## src/rtl/vrf_bank_read_responder.sv

```systemverilog
// vrf_bank_read_responder
// One VRF bank with one read port and one write port. The bank answers
// read-request handshakes with the addressed word exactly two cycles later.
// After reset it zeroes every entry, and it accepts no traffic until that
// clearing pass is finished.
// Ports:
//   clock, reset                  - clock and synchronous active-high reset
//   vrfReadRequest_*              - read request handshake (vs, offset, tags)
//   vrfReadResult*                - read data, valid pulse and echoed tags
//   vrfWriteRequest_*             - write request handshake (vs, offset, data, byte mask)
module vrf_bank_read_responder #(
  parameter int unsigned regNumBits = 5,
  parameter int unsigned offsetBits = 2,
  parameter int unsigned dataWidth  = 32
) (
  input  logic                      clock,
  input  logic                      reset,
  output logic                      vrfReadRequest_ready,
  input  logic                      vrfReadRequest_valid,
  input  logic [regNumBits-1:0]     vrfReadRequest_bits_vs,
  input  logic [offsetBits-1:0]     vrfReadRequest_bits_offset,
  input  logic [1:0]                vrfReadRequest_bits_readSource,
  input  logic [2:0]                vrfReadRequest_bits_instructionIndex,
  output logic [dataWidth-1:0]      vrfReadResult,
  output logic                      vrfReadResultValid,
  output logic [1:0]                vrfReadResultSource,
  output logic [2:0]                vrfReadResultInstructionIndex,
  output logic                      vrfWriteRequest_ready,
  input  logic                      vrfWriteRequest_valid,
  input  logic [regNumBits-1:0]     vrfWriteRequest_bits_vs,
  input  logic [offsetBits-1:0]     vrfWriteRequest_bits_offset,
  input  logic [dataWidth-1:0]      vrfWriteRequest_bits_data,
  input  logic [dataWidth/8-1:0]    vrfWriteRequest_bits_mask
);

  localparam int unsigned AddrW   = regNumBits + offsetBits;
  localparam int unsigned Depth   = 1 << AddrW;
  localparam int unsigned ByteNum = dataWidth / 8;

  typedef enum logic {
    sInit = 1'b0,
    sRun  = 1'b1
  } state_t;

  state_t             state;
  state_t             stateNext;
  logic [AddrW-1:0]   initPtr;
  logic [AddrW-1:0]   initPtrNext;

  logic [dataWidth-1:0] mem [Depth];

  logic               readFire;
  logic               wrFire;
  logic [AddrW-1:0]   rdAddr;
  logic [AddrW-1:0]   wrAddr;

  logic               s1V;
  logic [AddrW-1:0]   s1Addr;
  logic [1:0]         s1Src;
  logic [2:0]         s1Idx;
  logic [dataWidth-1:0] s2Data;

  // The ready outputs are a decode of the state flop only, never of any valid input.
  assign vrfReadRequest_ready  = (state == sRun);
  assign vrfWriteRequest_ready = (state == sRun);

  assign readFire = vrfReadRequest_ready & vrfReadRequest_valid;
  assign wrFire   = vrfWriteRequest_ready & vrfWriteRequest_valid;
  assign rdAddr   = {vrfReadRequest_bits_vs, vrfReadRequest_bits_offset};
  assign wrAddr   = {vrfWriteRequest_bits_vs, vrfWriteRequest_bits_offset};

  // State register and clearing pointer.
  always_ff @(posedge clock) begin
    if (reset) begin
      state   <= sInit;
      initPtr <= '0;
    end else begin
      state   <= stateNext;
      initPtr <= initPtrNext;
    end
  end

  // Next-state logic: run through every entry once, then go to RUN.
  always_comb begin
    stateNext   = state;
    initPtrNext = initPtr;
    case (state)
      sInit: begin
        initPtrNext = initPtr + AddrW'(1);
        if (initPtr == AddrW'(Depth - 1)) begin
          stateNext = sRun;
        end
      end
      sRun: begin
        stateNext = sRun;
      end
      default: begin
        stateNext = sInit;
      end
    endcase
  end

  // Storage: zero fill while in INIT, byte-masked writes while in RUN.
  always_ff @(posedge clock) begin
    if (state == sInit) begin
      mem[initPtr] <= '0;
    end else if (wrFire) begin
      for (int i = 0; i < int'(ByteNum); i++) begin
        if (vrfWriteRequest_bits_mask[i]) begin
          mem[wrAddr][i*8 +: 8] <= vrfWriteRequest_bits_data[i*8 +: 8];
        end
      end
    end
  end

  // A write firing in the S1 cycle is merged into the data the S2 stage
  // captures, so the read sees every write up to and including that cycle.
  always_comb begin
    s2Data = mem[s1Addr];
    for (int i = 0; i < int'(ByteNum); i++) begin
      if (wrFire && (wrAddr == s1Addr) && vrfWriteRequest_bits_mask[i]) begin
        s2Data[i*8 +: 8] = vrfWriteRequest_bits_data[i*8 +: 8];
      end
    end
  end

  // Two-stage read pipeline. The S2 registers hold their value between reads.
  always_ff @(posedge clock) begin
    if (reset) begin
      s1V                           <= 1'b0;
      s1Addr                        <= '0;
      s1Src                         <= '0;
      s1Idx                         <= '0;
      vrfReadResultValid            <= 1'b0;
      vrfReadResult                 <= '0;
      vrfReadResultSource           <= '0;
      vrfReadResultInstructionIndex <= '0;
    end else begin
      s1V <= readFire;
      if (readFire) begin
        s1Addr <= rdAddr;
        s1Src  <= vrfReadRequest_bits_readSource;
        s1Idx  <= vrfReadRequest_bits_instructionIndex;
      end
      vrfReadResultValid <= s1V;
      if (s1V) begin
        vrfReadResult                 <= s2Data;
        vrfReadResultSource           <= s1Src;
        vrfReadResultInstructionIndex <= s1Idx;
      end
    end
  end

endmodule

```

## config.mk

```make
export PLATFORM = sky130hd
export DESIGN_NAME = vrf_bank_read_responder
export DESIGN_NICKNAME = d
export VERILOG_FILES = /design/src/rtl/vrf_bank_read_responder.sv
export SDC_FILE = /design/constraint.sdc
export NUM_CORES = 2
export LEC_CHECK = 0
export ABC_AREA = 0
export ABC_CLOCK_PERIOD_IN_PS = 4050
export BUFFER_PORTS_ARGS = -buffer_cell sky130_fd_sc_hd__buf_2
export CORE_ASPECT_RATIO = 0.8
export CORE_MARGIN = 5
export CORE_UTILIZATION = 55
export DETAILED_ROUTE_END_ITERATION = 12
export PLACE_DENSITY = 0.71
export SKIP_CTS_REPAIR_TIMING = 1
export SKIP_LAST_GASP = 1
export SLEW_MARGIN = 10
export SYNTH_ARGS = -nofsm -noshare
export SYNTH_HDL_FRONTEND = slang
export SYNTH_SLANG_ARGS = --single-unit
```

## constraint.sdc

```tcl
create_clock -name clock -period 4.05 [get_ports clock]
set_input_delay 0.405 -clock clock [delete_from_list [all_inputs] [get_ports clock]]
set_output_delay 0.405 -clock clock [all_outputs]
set_load 0.02 [all_outputs]
```

* Word level (Yosys, flattened, before mapping) *
Memories as Yosys holds them, arrays and structs flattened. A register that Yosys moved wholly into a read port is not among the register bits.
Index checks and enable logic that the tools add are counted.

operators by class
  add/subtract/negate cells = 1
  equality and inequality tests = 2
  bitwise logic cells = 7
  muxes and demuxes = 26
  reductions and logical operators = 1

operators by type and width
  operator                                     number
  2-to-1 mux 32 bit                            1
  2-to-1 mux 8 bit                             4
  OR reduction 32 bit                          1
  2-to-1 mux 1 bit                             18
  adder 7 x 1 -> 7 bit, second input constant  1
  equality test 7 bit                          1
  equality test 7 bit, second input constant   1
  2-to-1 mux 7 bit                             1
  bitwise AND 1 bit                            6
  2-to-1 mux 4 bit                             1
  one-hot mux 1 bit (2 select lines)           1
  inverter 1 bit                               1

word-level totals
  input bits = 59
  logic and storage cells = 52
  output and inout bits = 40
  memory bits (writable) = 4096
  memories = 1
  flip-flop bits (word level) = 63

memory list
  name  depth  width  rd ports  clocked after Yosys merged registers in  wr ports  line  text
  mem   128    32     1         1                                        1         50    logic [dataWidth-1:0] mem [Depth];

* Logic depth before layout (Yosys ltp) *
  depth in word-level cells = 6
  mapped depth = 12

* Worst setup path before layout *
No wires, ideal clock.

  path kind = register to register
  start = register state, in the netlist vrfReadRequest_ready
  end = memory mem[0][10] (data pin)
  required time = 3.515 ns
  library setup time = 0.535 ns
  path buffers = 3
  setup slack = 0.199 ns
  arrival = 3.316 ns
  cell stages (with the launch flop) = 7
  cells stage by stage = dfxtp_1 nand2_1 nor2_1 clkbuf_1 clkbuf_1 clkbuf_1 and2_1

between the ends
  word-level cells in the longest chain between the ends = 6

RTL lines
  element                                   line  text
  start: declaration                        45    state_t state;
  start signal: assignment                  75    state <= sInit;
  start signal: assignment                  78    state <= stateNext;
  bitwise AND 1 bit                         68    assign wrFire = vrfWriteRequest_ready & vrfWriteRequest_valid;
  2-to-1 mux 1 bit                          107   end else if (wrFire) begin
  2-to-1 mux 1 bit                          105   if (state == sInit) begin
  2-to-1 mux 1 bit (not written as such)    110   mem[wrAddr][i*8 +: 8] <= vrfWriteRequest_bits_data[i*8 +: 8];
  OR reduction 32 bit (no source line) (*)  -
  2-to-1 mux 32 bit (no source line) (*)    -
  end: declaration                          50

Mark *: on every way between the ends. The rest lies on a longest branch, timed or not.

==> flow_summary.ini <==
[status]
status = complete, no violations

[global_routing]
gr-total-overflow = 0
grt_pass1_wl_um = 617000
grt_pass1_vias = 83800
grt_antenna_before_repair = 27
grt_max_degree = 129
grtUsageTotal = 0.278

[floorplanning]
io_pins = 99
fp.dieH_um = 497
die-area_um2 = 308000
core_area_um2 = 295000
start_util = 0.553
fp.dieW_um = 619
rows = 178

[worst_setup_path]
crit_path_cell_trace = buf_12 -> buf_4 -> mux4_2 -> a221oi_1 -> a22oi_1 -> o21ai_0 -> buf_4 -> a311oi_1
critPathCaptureType = flop
critPathRequiredTime_ns = 4.79
crit_family = compound AO/OA/AOI/OAI gates
crit_arrival_ns = 4.75
critPathBufInv = 3
cp_common_cell = buf_4
cp-start-kind = flop
r2r_slack_ns = 0.04
slowest_stage = dfxtp_4
cpPeakStageDelay_ns = 0.86
worst-setup-path-type = reg -> reg
cp_max_fo = 19

[routing]
first_pass_iters = 9
drc = 0
vias = 85100
drtIter0Drc = 13000
wl_um = 430000
drt-vias-per-instance = 6.56
wire_per_inst_um = 33.1
ant_nets = 0

[min_path]
hp-class = in -> reg

[sta]
relSlewSlack = 0.125
hold_viol = 0
clock.fmax_mhz = 249
setup_viol = 0
fin_crit_sh = 0.990
rsz0062_at_grt = no
period_needed_ns = 4.01
maxSlewViolCount = 0
worstMarginPinSlew_ns = 1.30
finalClockSkew_ns = 0.0508
fin_setup_tns_ns = 0

[place]
io_buffers = 98
placed_cells = 12200
place_congestion = 0.866
hpwl_um = 270000

[clock_tree]
cts_tree = built
cts.sinks = 4191
htree_levels = 5
cts_buffer_depth = 4
clockRootBuffer = clkbuf_16
cts_buffers = 396
insertion_delay_ns = 0.93
clk_pin_slew_ns = 0.07

[logic_synthesis]
synth.avg_cell_area_um2 = 21.5
synth_cells = 7600
synth_most_common_cell = edfxtp_1
synth_nets = 7660
async_reset_ff_frac = 0
synth_top_area_frac = 0.760
yosysSeqAreaShare = 0.768
synth_area_um2 = 163000
netlist_top_cells_count = edfxtp_1, mux4_2, nor2_1, mux2i_1, clkbuf_1
ys.warnings.count = 0
ys_types = 61
ys_ff_latch = 4191
yosysTopAreaCell = edfxtp_1
synth.area.top_cells = edfxtp_1, mux4_2, mux2i_1
synth_ff_type = edfxtp_1
synth-edff-count = 4128

[finish]
area_delta_synth_final_pct = 15.4
nets = 8730
multi_input_comb_area_um2 = 35500
fillCellCount = 19000
instances_no_fill = 13000
drive_gt1_frac = 0.315
regArea_um2 = 125000

[power_and_ir_drop]
ir_worst_vdd_mv = 0.393
power_density_nw_per_um2 = 449
power_leakage_nw = 59.5

[job]
max_cap_violations = 0
## cells in the final DEF, fill, tap and decap left out, types with 56 or more instances in the layout
cell,n
nand2_1,122
buf_4,874
mux2_2,88
o22ai_1,111
buf_12,104
mux2i_1,299
edfxtp_1,4128
nand3_1,82
o221ai_1,69
clkinv_1,69
nor2_1,575
clkbuf_1,88
clkinv_2,68
buf_2,97
a211oi_1,68
clkbuf_16,401
dfxtp_1,56
mux4_2,1019
a21oi_1,58
## cell families (layout without fill, tap and decap cells)
group	Yosys count	after routing	share of synthesized area
AO/OA/AOI/OAI	521	521	0.0228
XOR/XNOR	12	12	0.000645
adder cells (fa/ha/maj)	1	1	0.0000767
buffers and inverters	463	1859	0.0163
flip-flops	4191	4191	0.768
multiplexers	1406	1406	0.165
other	0	20	0
AND/OR/NAND/NOR	1006	1006	0.0270
## per-stage QoR
step	instance area [um2]	setup slack, ns	utilization	power (mW)	hold slack, ns
floorplan	163000	0.199	-	48.2	0.436
global route	188000	0.0975	0.638	86.7	0.198
CTS	187000	0.157	0.636	84.7	-0.385
global placement	175000	0.195	0.593	48.7	0.443
finish	188000	0.0401	0.638	84.5	0.219
detailed placement	175000	0.230	0.593	48.7	0.449
## worst reg2reg max path: cells and delay by family (launching register included)
family / cells / cell delay [ns]
muxes: 1 / 0.58
AOI/OAI and AO/OA: 4 / 1.55
DFF: 1 / 0.86
buffers and inverters: 3 / 0.85
## power by group
group / leakage, nW / internal, mW / switching [mW]
clock: 6.17 / 20.7 / 15.9
sequential: 39.0 / 47.0 / 0.0296
combinational: 14.4 / 0.249 / 0.575
## path summary, 6_finish.rpt
kind	startpoint	end	cells after the start
worst max-delay path	s1Addr[0]$_SDFFE_PP0P_	flop	8
worst min-delay path	vrfWriteRequest_bits_data[16]	flop	2
worst max register to register	s1Addr[0]$_SDFFE_PP0P_	flop	8
worst min register to register	s1Src[1]$_SDFFE_PP0P_	s1Src[1]$_SDFFE_PP0P_	2
## per-layer routing
metal  track usage  vias up  part of all wire
met5             0        -           0.00013
met4         0.100       10             0.043
met3        0.0625      850              0.12
met2         0.407     5653              0.45
met1         0.417    44600              0.38
li1              -    34000                 -
## registers in the layout, summed over array words and instances, names as in the netlist, named ones only
signal	count
mem	4096
initPtr	7
s1Addr	7
s1Idx	3
vrfReadResultInstructionIndex	3
s1Src	2
vrfReadResultSource	2
s1V	1
vrfReadRequest_ready	1
vrfReadResultValid	1
## area by class of cell
cell class	count	share of cell area
diodes	20	0.000266
inverters	5	0.000153
multi-input cells	2946	0.188
repair buffers	1130	0.0515
clock inverters	219	0.0111
flip-flops and latches	4191	0.666
clock buffers	505	0.0563
well taps	3960	0.0263
Note: power is estimated with default switching activity, not from simulation.
